===== src/rtl/if_fetch_stage_pkg.sv =====
// Shared IF-stage definitions: fetch FSM states, PC source select, reset/trap defaults.
package if_fetch_stage_pkg;

  localparam int unsigned XLEN = 32;

  localparam logic [XLEN-1:0] DEF_RESET_PC   = 32'h0000_0000;
  localparam logic [XLEN-1:0] DEF_EXC_VECTOR = 32'h8000_0180;
  localparam logic [XLEN-1:0] DEF_NOP_INSTR  = 32'h0000_0000;

  typedef enum logic [1:0] {
    FETCH   = 2'd0,
    WAIT    = 2'd1,
    DISCARD = 2'd2
  } fetch_state_e;

  typedef enum logic [1:0] {
    PC_HOLD    = 2'd0,
    PC_SEQ     = 2'd1,
    PC_TARGET  = 2'd2,
    PC_PENDING = 2'd3
  } pc_sel_e;

  // Instruction addresses are word aligned; low two bits are dropped.
  function automatic logic [XLEN-1:0] align_word(input logic [XLEN-1:0] addr);
    return addr & ~XLEN'(3);
  endfunction

endpackage


===== src/rtl/if_fetch_stage_if_id_reg.sv =====
// IF/ID pipeline register: reset > bubble > load > hold.
module if_id_reg
  import if_fetch_stage_pkg::*;
#(
  parameter logic [XLEN-1:0] NOP_INSTR = DEF_NOP_INSTR
) (
  input  logic            clk,
  input  logic            reset,
  input  logic            load,
  input  logic            bubble,
  input  logic [XLEN-1:0] instr_in,
  input  logic [XLEN-1:0] pc4_in,
  output logic [XLEN-1:0] instr,
  output logic [XLEN-1:0] pc4,
  output logic            valid
);

  // A bubble keeps the last pc4 so ID never sees a spurious address change.
  always_ff @(posedge clk) begin
    if (reset) begin
      instr <= NOP_INSTR;
      pc4   <= '0;
      valid <= 1'b0;
    end else if (bubble) begin
      instr <= NOP_INSTR;
      valid <= 1'b0;
    end else if (load) begin
      instr <= instr_in;
      pc4   <= pc4_in;
      valid <= 1'b1;
    end
  end

endmodule


===== src/rtl/if_fetch_stage.sv =====
// Instruction fetch stage: PC register, next-PC selection, imem handshake FSM and IF/ID register.
module if_fetch_stage
  import if_fetch_stage_pkg::*;
#(
  parameter logic [XLEN-1:0] RESET_PC   = DEF_RESET_PC,
  parameter logic [XLEN-1:0] EXC_VECTOR = DEF_EXC_VECTOR,
  parameter logic [XLEN-1:0] NOP_INSTR  = DEF_NOP_INSTR
) (
  input  logic            clk,
  input  logic            reset,
  input  logic            PCWrite,
  input  logic            IF_ID_WRITE,
  input  logic            redirect,
  input  logic [XLEN-1:0] redirect_pc,
  input  logic            exception,
  output logic            imem_req,
  output logic [XLEN-1:0] imem_addr,
  input  logic [XLEN-1:0] imem_rdata,
  input  logic            imem_ready,
  output logic [XLEN-1:0] pc,
  output logic [XLEN-1:0] if_id_instr,
  output logic [XLEN-1:0] if_id_pc4,
  output logic            if_id_valid
);

  fetch_state_e    state;
  fetch_state_e    state_next;
  pc_sel_e         pc_sel;
  logic            ifid_load;
  logic            ifid_bubble;
  logic            pend_load;
  logic [XLEN-1:0] pending_pc;
  logic [XLEN-1:0] pc_plus4;
  logic [XLEN-1:0] flush_target;
  logic            flush;
  logic            advance;

  assign flush        = exception | redirect;
  assign advance      = PCWrite & IF_ID_WRITE;
  assign pc_plus4     = pc + XLEN'(4);
  assign flush_target = exception ? EXC_VECTOR : align_word(redirect_pc);

  // PC only moves at a request boundary, so it doubles as the held fetch address.
  assign imem_addr = pc;
  assign imem_req  = ~reset;

  always_ff @(posedge clk) begin
    if (reset) begin
      state <= FETCH;
    end else begin
      state <= state_next;
    end
  end

  always_comb begin
    state_next = state;
    unique case (state)
      FETCH: begin
        if (!flush && !imem_ready) state_next = WAIT;
      end
      WAIT: begin
        if (imem_ready)  state_next = FETCH;
        else if (flush)  state_next = DISCARD;
      end
      DISCARD: begin
        if (imem_ready) state_next = FETCH;
      end
      default: state_next = FETCH;
    endcase
  end

  // Control decode: flush beats stall; a squashed request retires into pending_pc.
  always_comb begin
    pc_sel      = PC_HOLD;
    ifid_load   = 1'b0;
    ifid_bubble = 1'b0;
    pend_load   = 1'b0;
    unique case (state)
      FETCH: begin
        if (flush) begin
          pc_sel      = PC_TARGET;
          ifid_bubble = 1'b1;
        end else if (!imem_ready) begin
          ifid_bubble = IF_ID_WRITE;
        end else if (advance) begin
          pc_sel    = PC_SEQ;
          ifid_load = 1'b1;
        end
      end
      WAIT: begin
        if (flush) begin
          ifid_bubble = 1'b1;
          if (imem_ready) pc_sel = PC_TARGET;
          else            pend_load = 1'b1;
        end else if (!imem_ready) begin
          ifid_bubble = IF_ID_WRITE;
        end else if (advance) begin
          pc_sel    = PC_SEQ;
          ifid_load = 1'b1;
        end
      end
      DISCARD: begin
        ifid_bubble = 1'b1;
        pend_load   = flush;
        if (imem_ready) pc_sel = flush ? PC_TARGET : PC_PENDING;
      end
      default: begin
        ifid_bubble = 1'b1;
      end
    endcase
  end

  always_ff @(posedge clk) begin
    if (reset) begin
      pc <= RESET_PC;
    end else begin
      unique case (pc_sel)
        PC_SEQ:     pc <= pc_plus4;
        PC_TARGET:  pc <= flush_target;
        PC_PENDING: pc <= pending_pc;
        default:    pc <= pc;
      endcase
    end
  end

  always_ff @(posedge clk) begin
    if (reset) begin
      pending_pc <= '0;
    end else if (pend_load) begin
      pending_pc <= flush_target;
    end
  end

  if_id_reg #(
    .NOP_INSTR (NOP_INSTR)
  ) u_if_id_reg (
    .clk      (clk),
    .reset    (reset),
    .load     (ifid_load),
    .bubble   (ifid_bubble),
    .instr_in (imem_rdata),
    .pc4_in   (pc_plus4),
    .instr    (if_id_instr),
    .pc4      (if_id_pc4),
    .valid    (if_id_valid)
  );

endmodule


===== config.mk =====
export PLATFORM = sky130hd
export DESIGN_NAME = if_fetch_stage
export DESIGN_NICKNAME = d
export VERILOG_FILES = /design/src/rtl/if_fetch_stage_pkg.sv /design/src/rtl/if_fetch_stage_if_id_reg.sv /design/src/rtl/if_fetch_stage.sv
export SDC_FILE = /design/constraint.sdc
export NUM_CORES = 1
export LEC_CHECK = 0
export ABC_AREA = 1
export CAP_MARGIN = 20
export CORE_UTILIZATION = 50
export CTS_BUF_LIST = sky130_fd_sc_hd__clkbuf_2
export DETAILED_ROUTE_END_ITERATION = 10
export PLACE_DENSITY = 0.86
export RECOVER_POWER = 25
export SYNTH_ARGS = -nofsm -noshare
export SYNTH_HDL_FRONTEND = slang
export SYNTH_HIERARCHICAL = 1
export SYNTH_SLANG_ARGS = --single-unit
export TNS_END_PERCENT = 100

===== constraint.sdc =====
create_clock -name clk -period 4.5 [get_ports clk]
set_clock_uncertainty 0.05 [all_clocks]
set_input_delay 1.35 -clock clk [delete_from_list [all_inputs] [get_ports clk]]
set_output_delay 1.35 -clock clk [all_outputs]
set_load 0.1 [all_outputs]

# Word-level counts from Yosys, hierarchy flattened
# Cells that the tools add are included.
[op_classes]
mul = 0
n_eq_ne = 8
n_addsub = 1
n_reduce_logical = 9
bitwise_logic = 4
n_mux = 25
order_cmp = 0
n_shift = 0
n_div = 0
[op_table]
columns = ["operator", "count"]
rows = [
  ["one-hot mux 32 bit (3 select lines)", 1],
  ["adder 32 x 3 -> 32 bit, second input constant", 1],
  ["two-way mux 32 bit", 1],
  ["two-way mux 2 bit", 9],
  ["one-hot mux 2 bit (3 select lines)", 2],
  ["two-way mux 1 bit", 11],
  ["== test 2 bit, second input constant", 3],
  ["== test 2 x 1 -> 1 bit, second input constant", 2],
  ["!= test 2 bit, second input constant", 2],
  ["OR reduction 2 bit", 2],
  ["!= test 3 bit, second input constant", 1],
  ["AND reduction 3 bit", 1],
  ["nonzero test 3 bit", 1],
  ["zero test 1 bit", 2],
  ["zero test 2 bit", 1],
  ["inverter 1 bit", 2],
  ["one-hot mux 1 bit (2 select lines)", 1],
  ["AND reduction 2 bit", 1],
  ["AND 1 bit", 1],
  ["logical AND 1 bit", 1],
  ["bitwise OR 1 bit", 1],
]
[totals]
reg_bits = 131
romBits = 0
output_inout_bits = 130
input_bits = 71
latch_bits = 0
wordCells = 53
ramBits = 0
mem_count = 0

# Longest topological paths before layout
# Gate-level depths: netlist of run 1.
[depth]
word_depth = 7
mapped_depth = 15
mapped_depth_nobuf = 14

# Cells and area by module
# Netlist of run 1, hierarchy kept.
[by_module_without_submodules]
columns = ["module", "seq_area_each_um2", "area_per_inst_um2", "instances", "cells_each"]
rows = [
  ["if_fetch_stage", 1241.2, 4202.8, 1, 684],
  ["if_id_reg", 1301.2, 2528.7, 1, 350],
]

# Worst setup path after synthesis of run 1
# OpenSTA, ideal clock, no wires.
[synth_timing]
path_type = "input to output"
start = "input port reset"
end = "output port imem_req"
slack_ns = 0.663
t_required_ns = 3.100
n_path_buf = 1
t_arrival_ns = 2.437
cell_stages = 2
path_cell_list = "inv_1 clkbuf_1"
[synth_between]
elab_chain_cells = 1
[synth_lines]
columns = ["item", "line", "rtl"]
rows = [
  ["start: declaration", "if_fetch_stage.sv:10", "input logic reset,"],
  ["inverter 1 bit", "if_fetch_stage.sv:45", "assign imem_req = ~reset;"],
  ["end: declaration", "if_fetch_stage.sv:16", "output logic imem_req,"],
]
# Every way passes these cells.

# Worst setup path in the final report of run 1
[layout_timing]
start = "register pc[2] (netlist: imem_addr[2])"
end = "output port pc[2]"
[layout_rtl]
columns = ["item", "line", "rtl"]
rows = [
  ["start: declaration", "if_fetch_stage.sv:20", "output logic [XLEN-1:0] pc,"],
  ["start signal: assignment", "if_fetch_stage.sv:118", "PC_SEQ: pc <= pc_plus4;"],
  ["start signal: assignment", "if_fetch_stage.sv:119", "PC_TARGET: pc <= flush_target;"],
  ["start signal: assignment", "if_fetch_stage.sv:120", "PC_PENDING: pc <= pending_pc;"],
]
# No word-level cell between the ends.

==> impl_metrics.py, run 1 <==
metrics = {
    "run_status": {
        "status": "complete, but fails checks",
        "violations": "max-capacitance violations, max-slew violations",
    },
    "timing": {
        "drv_slew": 52,
        "fmax_ghz": 0.2548,
        "max_slew_margin_pct": -27.69,
        "fin_crit_ns": 3.924,
        "setup_viol": 0,
        "tns_ns": 0,
        "holdWs_ns": 0.4269,
        "worst_slack_ns": 0.5760,
        "rsz0062_at_grt": "false",
        "post-route-period-util_pct": 87.20,
        "worstMarginPinSlew_ns": 1.915,
        "final-hold-violation-count": 0,
    },
    "clock_tree": {
        "htreeDepth": 4,
        "post-cts-setup-buffers": 0,
        "cts_made_buffers": 17,
        "tritoncts": "yes",
        "insertion_delay_ns": 0.72,
        "path_clk_slew_ns": 0.21,
        "cts.path.max_buffers": 2,
        "cts_sinks": 127,
        "cts.repair.resized": 0,
        "cts_hold_buf": 0,
        "cts_root_buffer": "clkbuf_2",
    },
    "yosys": {
        "yosys.area_share.simple_pct": 36.00,
        "muxShareOfSynthArea_pct": 0,
        "synth_area_um2": 6731,
        "synth-adder-area-share_pct": 1.115,
        "synth_compound_area_share_pct": 11.34,
        "yosysWarnings": 6,
        "netlist-cell-type-count": 32,
        "synth_top_family_by_area": "simple AND/OR/NAND/NOR gates",
        "seq_area_frac_synth_pct": 37.77,
        "synth_cells": 1034,
        "ys_ff_latch": 127,
        "synth_xor_xnor_area_share_pct": 1.413,
        "avgSynthCellArea_um2": 6.510,
    },
    "power_and_ir_drop": {
        "internal_power_mw": 2.618,
        "comb_power_share_pct": 61.6,
        "pwr-share-seq_pct": 25.9,
        "power_density_nw_per_um2": 752.8,
        "leakage_nw": 3.391,
        "switching_share_pct": 60.12,
        "irDropWorstVdd_mv": 0.7172,
        "power.switching_mw": 3.947,
        "p_total_mw": 6.565,
        "clkPwrFrac_pct": 12.5,
    },
    "routing": {
        "wire_per_inst_um": 13.71,
        "drc_errors": 0,
        "dr.pass1.iters": 7,
        "ant_nets": 0,
        "routed_via_density": 5.069,
        "first_iter_violations": 613,
        "drt_wl_total_mm": 18.75,
        "num_vias": 6930,
    },
    "setup_path": {
        "worst-path-max-fanout": 8,
        "start_kind": "register",
        "endpoint_kind": "output port",
        "path_buf_inv": 1,
        "required_ns": 3.10,
        "crit_path_max_incr_delay_ns": 1.21,
        "slowest_stage": "clkdlybuf4s50_1",
        "crit_family": "buffers and inverters",
        "crit_chain": "clkdlybuf4s50_1",
        "timing.setup.critical_path_class": "register to output port",
        "cp_data_arrival_time_ns": 2.52,
    },
    "floorplanning": {
        "die-area_um2": 13930,
        "dieWidth_um": 118.0,
        "core_um2": 13190,
        "num_rows": 42,
        "start_util_pct": 51.03,
        "die_h_um": 118.0,
        "ios": 201,
    },
    "finish": {
        "synthToLayoutAreaGrowth_pct": 29.55,
        "drive_gt1_share_pct": 5.126,
        "nets": 1254,
        "final_cell_mix": "nand2_1, nor2_1, clkdlybuf4s50_1",
        "final_area_um2": 8721,
        "layout_commonest_cell": "nand2_1",
    },
    "global_route": {
        "grt_pass1_vias": 6260,
        "track_usage_pct": 27.30,
        "antenna_found_initial": 1,
        "overflow": 0,
        "grt_max_degree": 66,
        "grt_first_pass_wirelength_mm": 30.42,
    },
    "placement": {
        "postPlaceCellArea_um2": 8447,
        "gp_congestion": 0.9432,
        "place_hpwl_mm": 13.43,
        "pre_cts_ws_ns": 0.7643,
        "portBuffers": 194,
    },
    "worst_hold_path": {
        "hold_path.class": "register to register",
    },
    "run": {
        "drv_cap": 1,
    },
}
per-stage QoR:
step | util (%) | instances
2_1_floorplan | - | 1039
3_3_place_gp | 64.04 | 1334
3_5_place_dp | 64.04 | 1334
4_1_cts | 66.18 | 1366
5_1_grt | 66.12 | 1367
6_report | 66.12 | 1367
cells by family (layout without fill, tap and decap cells):
| group | after synthesis | after routing |
|---|---|---|
| xor gates and xnor gates | 10 | 10 |
| AOI/OAI and AO/OA | 146 | 146 |
| adders and majority gates | 6 | 6 |
| buffers and inverters | 154 | 305 |
| and+or+nand+nor | 590 | 590 |
| DFF | 127 | 127 |
| other | 1 | 7 |
power by group through the flow:
stage	sequential [mW]	combinational, mW	clock [mW]
after floorplan	2.58	2.37	0
after global placement	1.70	3.98	0
after detailed placement	1.71	4.01	0
after CTS	1.69	4.02	0.837
after global routing	1.73	4.25	0.893
final	1.70	4.04	0.822
final timing paths:
kind / slack [ns] / start / cells past startpoint / to
setup reg to reg: 1.76 / state[1] / 9 / u_if_id_reg/instr[29]
hold / removal: 0.43 / u_if_id_reg/instr[30] / 2 / u_if_id_reg/instr[30]
setup / recovery: 0.58 / imem_addr[2] / 1 / pc[2]
hold reg to reg: 0.43 / u_if_id_reg/instr[30] / 2 / u_if_id_reg/instr[30]
Yosys cell counts, drive strengths merged:
library cell	count	share of area (%)
clkinv	1	0.13
a211oi	11	1.2
buf	67	7.3
o21ai	70	5.2
clkbuf	19	1.1
nand3b	12	1.3
ha	6	1.1
nand3	52	4.2
o211ai	2	0.22
conb	1	0.056
xnor2	6	0.89
nor2	207	12
a21oi	63	4.7
dfxtp	127	38
xor2	4	0.52
nand4	6	0.56
nand2	313	18
inv	67	3.8
state kept, by name, indices dropped and copies added, names as in the netlist:
| register | cells |
|---|---|
| state | 2 |
| imem_addr | 30 |
| u_if_id_reg/valid | 1 |
| u_if_id_reg/pc4 | 32 |
| pending_pc | 30 |
| u_if_id_reg/instr | 32 |
area by class of cell:
| cell class | instances | area [um2] |
|---|---|---|
| Timing Repair Buffer | 205 | 2031 |
| Inverter | 68 | 262.8 |
| Sequential cell | 127 | 2542 |
| Tap cell | 176 | 220.2 |
| Clock inverter | 15 | 197.7 |
| Multi-Input combinational cell | 758 | 3379 |
| Antenna cell | 1 | 2.502 |
| Fill cell | 1182 | 4469 |
| Clock buffer | 17 | 85.08 |
worst min-delay path: stages, from the launching register on:
cell and delay (ns):
dfxtp_1 0.35, nand2_1 0.06, a21oi_1 0.05
per-layer routing:
layer	GRT usage [%]	vias up	wire length, um
met5	0	-	0
met4	9.936	0	352
met3	6.008	26	1557
met2	43.46	297	8664
met1	36.16	3099	8171
li1	-	3508	-
Power figures use the tool's default switching activity.
==> run 2, diff against run 1 <==
--- a/config.mk
+++ b/config.mk
@@ -8,7 +8,6 @@
 export ABC_AREA = 1
 export CAP_MARGIN = 20
 export CORE_UTILIZATION = 50
-export CTS_BUF_LIST = sky130_fd_sc_hd__clkbuf_2
 export DETAILED_ROUTE_END_ITERATION = 10
 export PLACE_DENSITY = 0.86
 export RECOVER_POWER = 25
==> run 2 against run 1 <==
Compared with the run above: the run still ends with max-capacitance violations, max-slew violations left; clock-buffer cell count stayed put; first-iteration DRC count is 11% higher; clock power is 78% higher; via count is 0.79% higher; wire length is 3.9% higher; utilization is 2.6 points higher; combinational power hardly changed; total power is 10% higher; worst setup slack better by 0.16 ns; flip-flop and latch count stayed put; final cell count hardly changed; critical path type is now primary input to register; largest power group unchanged.
==> impl_metrics.py, run 2 (synthesis results as in run 1) <==
metrics = {
    "global_route": {
        "grt_pass1_vias": 6349,
        "track_usage_pct": 28.10,
        "grt_max_degree": 66,
        "grt_first_pass_wirelength_mm": 31.39,
        "antenna_found_initial": 0,
        "overflow": 0,
    },
    "clock_tree": {
        "cts.repair.resized": 0,
        "cts_made_buffers": 17,
        "cts.path.max_buffers": 2,
        "post-cts-setup-buffers": 0,
        "path_clk_slew_ns": 0.06,
        "cts_hold_buf": 0,
        "cts_sinks": 127,
        "tritoncts": "yes",
        "insertion_delay_ns": 0.42,
        "htreeDepth": 4,
        "cts_root_buffer": "clkbuf_16",
    },
    "floorplanning": {
        "start_util_pct": 51.03,
        "die-area_um2": 13930,
        "dieWidth_um": 118.0,
        "ios": 201,
        "die_h_um": 118.0,
        "num_rows": 42,
        "core_um2": 13190,
    },
    "placement": {
        "place_hpwl_mm": 13.43,
        "portBuffers": 194,
        "gp_congestion": 0.9432,
    },
    "routing": {
        "routed_via_density": 5.113,
        "num_vias": 6985,
        "ant_nets": 0,
        "drt_wl_total_mm": 19.48,
        "wire_per_inst_um": 14.26,
        "dr.pass1.iters": 5,
        "drc_errors": 0,
        "first_iter_violations": 679,
    },
    "setup_path": {
        "endpoint_kind": "register",
        "timing.setup.critical_path_class": "primary input to register",
        "required_ns": 4.80,
        "rr_worst_depth": 9,
        "start_kind": "primary input",
        "cp_data_arrival_time_ns": 4.07,
        "worst-path-max-fanout": 51,
    },
    "run_status": {
        "violations": "max-capacitance violations, max-slew violations",
        "status": "complete, but fails checks",
    },
    "timing": {
        "drv_slew": 52,
        "post-route-period-util_pct": 83.69,
        "setup_viol": 0,
        "final-hold-violation-count": 0,
        "fin_crit_ns": 3.766,
        "holdWs_ns": 0.4114,
        "fmax_ghz": 0.2655,
        "max_slew_margin_pct": -26.87,
        "worstMarginPinSlew_ns": 1.903,
        "rsz0062_at_grt": "false",
        "tns_ns": 0,
    },
    "worst_hold_path": {
        "hold_path.class": "register to register",
        "whs_path_depth": 2,
    },
    "finish": {
        "final_cell_mix": "nand2_1, nor2_1, clkdlybuf4s50_1",
        "num_antenna_cells": 0,
        "reg_top3": "u_if_id_reg/instr: 32 flops, u_if_id_reg/pc4: 32 flops",
        "drive_gt1_share_pct": 5.126,
        "utilization_pct": 68.68,
        "nets": 1254,
        "layout_commonest_cell": "nand2_1",
        "synthToLayoutAreaGrowth_pct": 34.57,
    },
    "power_and_ir_drop": {
        "leakage_nw": 3.530,
        "irDropWorstVdd_mv": 0.7212,
        "p_total_mw": 7.220,
        "power_density_nw_per_um2": 797.0,
    },
    "run": {
        "drv_cap": 1,
    },
}
## run 2: final timing paths
path	startpoint	endpoint	slack (ns)
worst max-delay path	reset	imem_addr[2]	0.73
worst min-delay path	u_if_id_reg/instr[26]	u_if_id_reg/instr[26]	0.41
worst max register to register	state[1]	u_if_id_reg/instr[12]	1.75
worst min register to register	u_if_id_reg/instr[26]	u_if_id_reg/instr[26]	0.41
## run 2: layout make-up
class | instances | area, um2
clock inverter | 15 | 197.7
inverter | 68 | 262.8
sequential | 127 | 2542
tap | 176 | 220.2
timing repair buffer | 205 | 2031
fill | 1115 | 4131
clock buffer | 17 | 425.4
multi-input combinational | 758 | 3379
## run 2: through the flow
step	instance area (um2)	std cells	worst slack [ns]
2_1_floorplan	6750	1039	0.6634
6_report	9059	1366	0.7339
5_1_grt	9059	1366	0.5335
4_1_cts	9070	1366	0.9131
3_5_place_dp	8447	1334	0.7643
3_3_place_gp	8447	1334	0.7656
## run 2: power by group
group / internal [mW] / switching, mW
logic: 0.935 / 3.12
registers: 1.35 / 0.355
clock network: 0.893 / 0.564
total: 3.18 / 4.04
## run 2: worst max-delay path: stages
cell and delay [ns]:
dlygate4sd3_1 0.56, inv_1 0.17, clkbuf_1 1.38, o21ai_0 0.38, nor2_1 0.19
## run 2: per-layer routing
layer	vias to the layer above	share of wire (%)	global-route usage [%]
met4	0	2.0	10.82
met3	31	8.2	5.233
met5	-	0	0
met2	314	47	45.37
met1	3141	43	37.07
li1	3499	-	-
==> run 3, diff against run 2 <==
--- a/config.mk
+++ b/config.mk
@@ -7,9 +7,9 @@
 export LEC_CHECK = 0
 export ABC_AREA = 1
 export CAP_MARGIN = 20
-export CORE_UTILIZATION = 50
+export CORE_UTILIZATION = 43
 export DETAILED_ROUTE_END_ITERATION = 10
-export PLACE_DENSITY = 0.86
+export PLACE_DENSITY = 0.79
 export RECOVER_POWER = 25
 export SYNTH_ARGS = -nofsm -noshare
 export SYNTH_HDL_FRONTEND = slang
==> constraint.sdc (replaced) <==
create_clock -name clk -period 3.3 [get_ports clk]
set_clock_uncertainty 0.05 [all_clocks]
set_input_delay 0.99 -clock clk [delete_from_list [all_inputs] [get_ports clk]]
set_output_delay 0.99 -clock clk [all_outputs]
set_load 0.1 [all_outputs]
==> run 3 against run 2 <==
Compared with the run above: the run now ends clean; clock power up 21%; sequential share of layout area is 1.6 points higher; critical path depth is 2 lower; flip-flop and latch count is the same; die area up 16%; global-route usage is 3.9 points lower; critical path type is now primary input to output port; critical endpoint is now imem_req; highest routed layer unchanged.
==> impl_metrics.py, run 3 (synthesis results as in run 1) <==
metrics = {
    "timing": {
        "fmax_ghz": 0.3544,
        "fin_crit_ns": 2.821,
        "setup_viol": 0,
        "post-route-period-util_pct": 85.50,
        "tns_ns": 0,
        "rsz0062_at_grt": "false",
        "worst_slack_ns": 0.4786,
        "max_slew_margin_pct": 19.64,
        "final-hold-violation-count": 0,
        "worstMarginPinSlew_ns": 1.211,
        "drv_slew": 0,
    },
    "finish": {
        "utilization_pct": 56.08,
        "final_area_um2": 8557,
        "final_cell_mix": "nand2_1, nor2_1, dfxtp_1",
        "reg_top3": "u_if_id_reg/instr: 32 flops, u_if_id_reg/pc4: 32 flops",
        "num_antenna_cells": 0,
        "synthToLayoutAreaGrowth_pct": 27.12,
        "layout_commonest_cell": "nand2_1",
        "drive_gt1_share_pct": 10.65,
        "nets": 1258,
    },
    "worst_hold_path": {
        "whs_path_depth": 2,
        "hold_path.class": "register to register",
    },
    "placement": {
        "postPlaceCellArea_um2": 8233,
        "place_hpwl_mm": 13.82,
        "pre_cts_ws_ns": 0.2924,
        "portBuffers": 194,
        "gp_congestion": 0.8976,
    },
    "clock_tree": {
        "cts_made_buffers": 17,
        "path_clk_slew_ns": 0.06,
        "cts_sinks": 127,
        "htreeDepth": 4,
        "tritoncts": "yes",
        "cts.path.max_buffers": 2,
        "cts.repair.resized": 0,
        "post-cts-setup-buffers": 0,
        "cts_root_buffer": "clkbuf_16",
        "cts_hold_buf": 0,
        "insertion_delay_ns": 0.42,
    },
    "power_and_ir_drop": {
        "power_density_nw_per_um2": 1111,
        "p_total_mw": 9.503,
        "irDropWorstVdd_mv": 1.023,
        "leakage_nw": 3.483,
    },
    "setup_path": {
        "endpoint_kind": "output port",
        "crit_path_max_incr_delay_ns": 0.52,
        "start_kind": "primary input",
        "cp_data_arrival_time_ns": 1.78,
        "required_ns": 2.26,
        "worst-path-max-fanout": 2,
        "crit_chain": "clkdlybuf4s50_1 > inv_1 > buf_12",
        "path_depth": 3,
        "crit_family": "buffers and inverters",
        "rr_worst_depth": 10,
        "timing.setup.critical_path_class": "primary input to output port",
        "path_buf_inv": 3,
        "slowest_stage": "clkdlybuf4s50_1",
    },
    "floorplanning": {
        "start_util_pct": 44.12,
        "core_um2": 15260,
        "num_rows": 45,
        "ios": 201,
        "dieWidth_um": 127.1,
        "die_h_um": 127.1,
        "die-area_um2": 16160,
    },
    "routing": {
        "ant_nets": 0,
        "num_vias": 6857,
        "first_iter_violations": 608,
        "routed_via_density": 4.884,
        "drc_errors": 0,
        "dr.pass1.iters": 5,
        "drt_wl_total_mm": 19.34,
        "wire_per_inst_um": 13.78,
    },
    "global_route": {
        "antenna_found_initial": 0,
        "grt_first_pass_wirelength_mm": 30.84,
        "track_usage_pct": 24.23,
        "overflow": 0,
        "grt_max_degree": 60,
        "grt_pass1_vias": 6065,
    },
    "run": {
        "drv_cap": 0,
    },
    "run_status": {
        "status": "completed",
    },
}
run 3: report_power, final:
part / total, mW / switching, mW / leakage [nW] / internal, mW
logic: 5.41 / 4.24 / 2.19 / 1.17
registers: 2.33 / 0.484 / 1.03 / 1.84
clock network: 1.77 / 0.680 / 0.260 / 1.09
total: 9.50 / 5.40 / 3.48 / 4.10
run 3: final cells by class:
type	count	area [um2]
tap	211	264.0
inverter	68	262.8
sequential	127	2542
clock buffer	22	474.2
timing repair buffer	209	1540
fill	1532	6701
multi-input combinational	758	3387
clock inverter	9	86.33
run 3: path summary, 6_finish.rpt:
kind / startpoint / to / slack [ns]
min reg2reg: u_if_id_reg/instr[7] / u_if_id_reg/instr[7] / 0.41
max: reset / imem_req / 0.48
min: u_if_id_reg/instr[7] / u_if_id_reg/instr[7] / 0.41
max reg2reg: imem_addr[2] / imem_addr[18] / 1.18
run 3: per-layer routing:
metal,vias up,global-route usage [%],wire length [um]
met5,-,0,0
met1,3073,33.45,8703
met3,26,5.444,1419
li1,3521,-,-
met4,0,7.213,391
met2,237,37.75,8828
run 3: worst reg2reg max path, stage by stage (launching register included):
cell and delay, ns:
dfxtp_1 0.54, ha_1 0.28, inv_1 0.07, nor2_1 0.29, nand2_1 0.20, o21ai_0 0.20, nand2_1 0.10, nand2_1 0.09
nand2_1 0.06, nor2_1 0.09, nor2_1 0.04
run 3: stage by stage:
step	hold WS, ns	std cells
2_1_floorplan	0.3801	1039
3_3_place_gp	0.3970	1373
3_5_place_dp	0.4028	1373
4_1_cts	0.4117	1404
5_1_grt	0.4242	1404
6_report	0.4089	1404
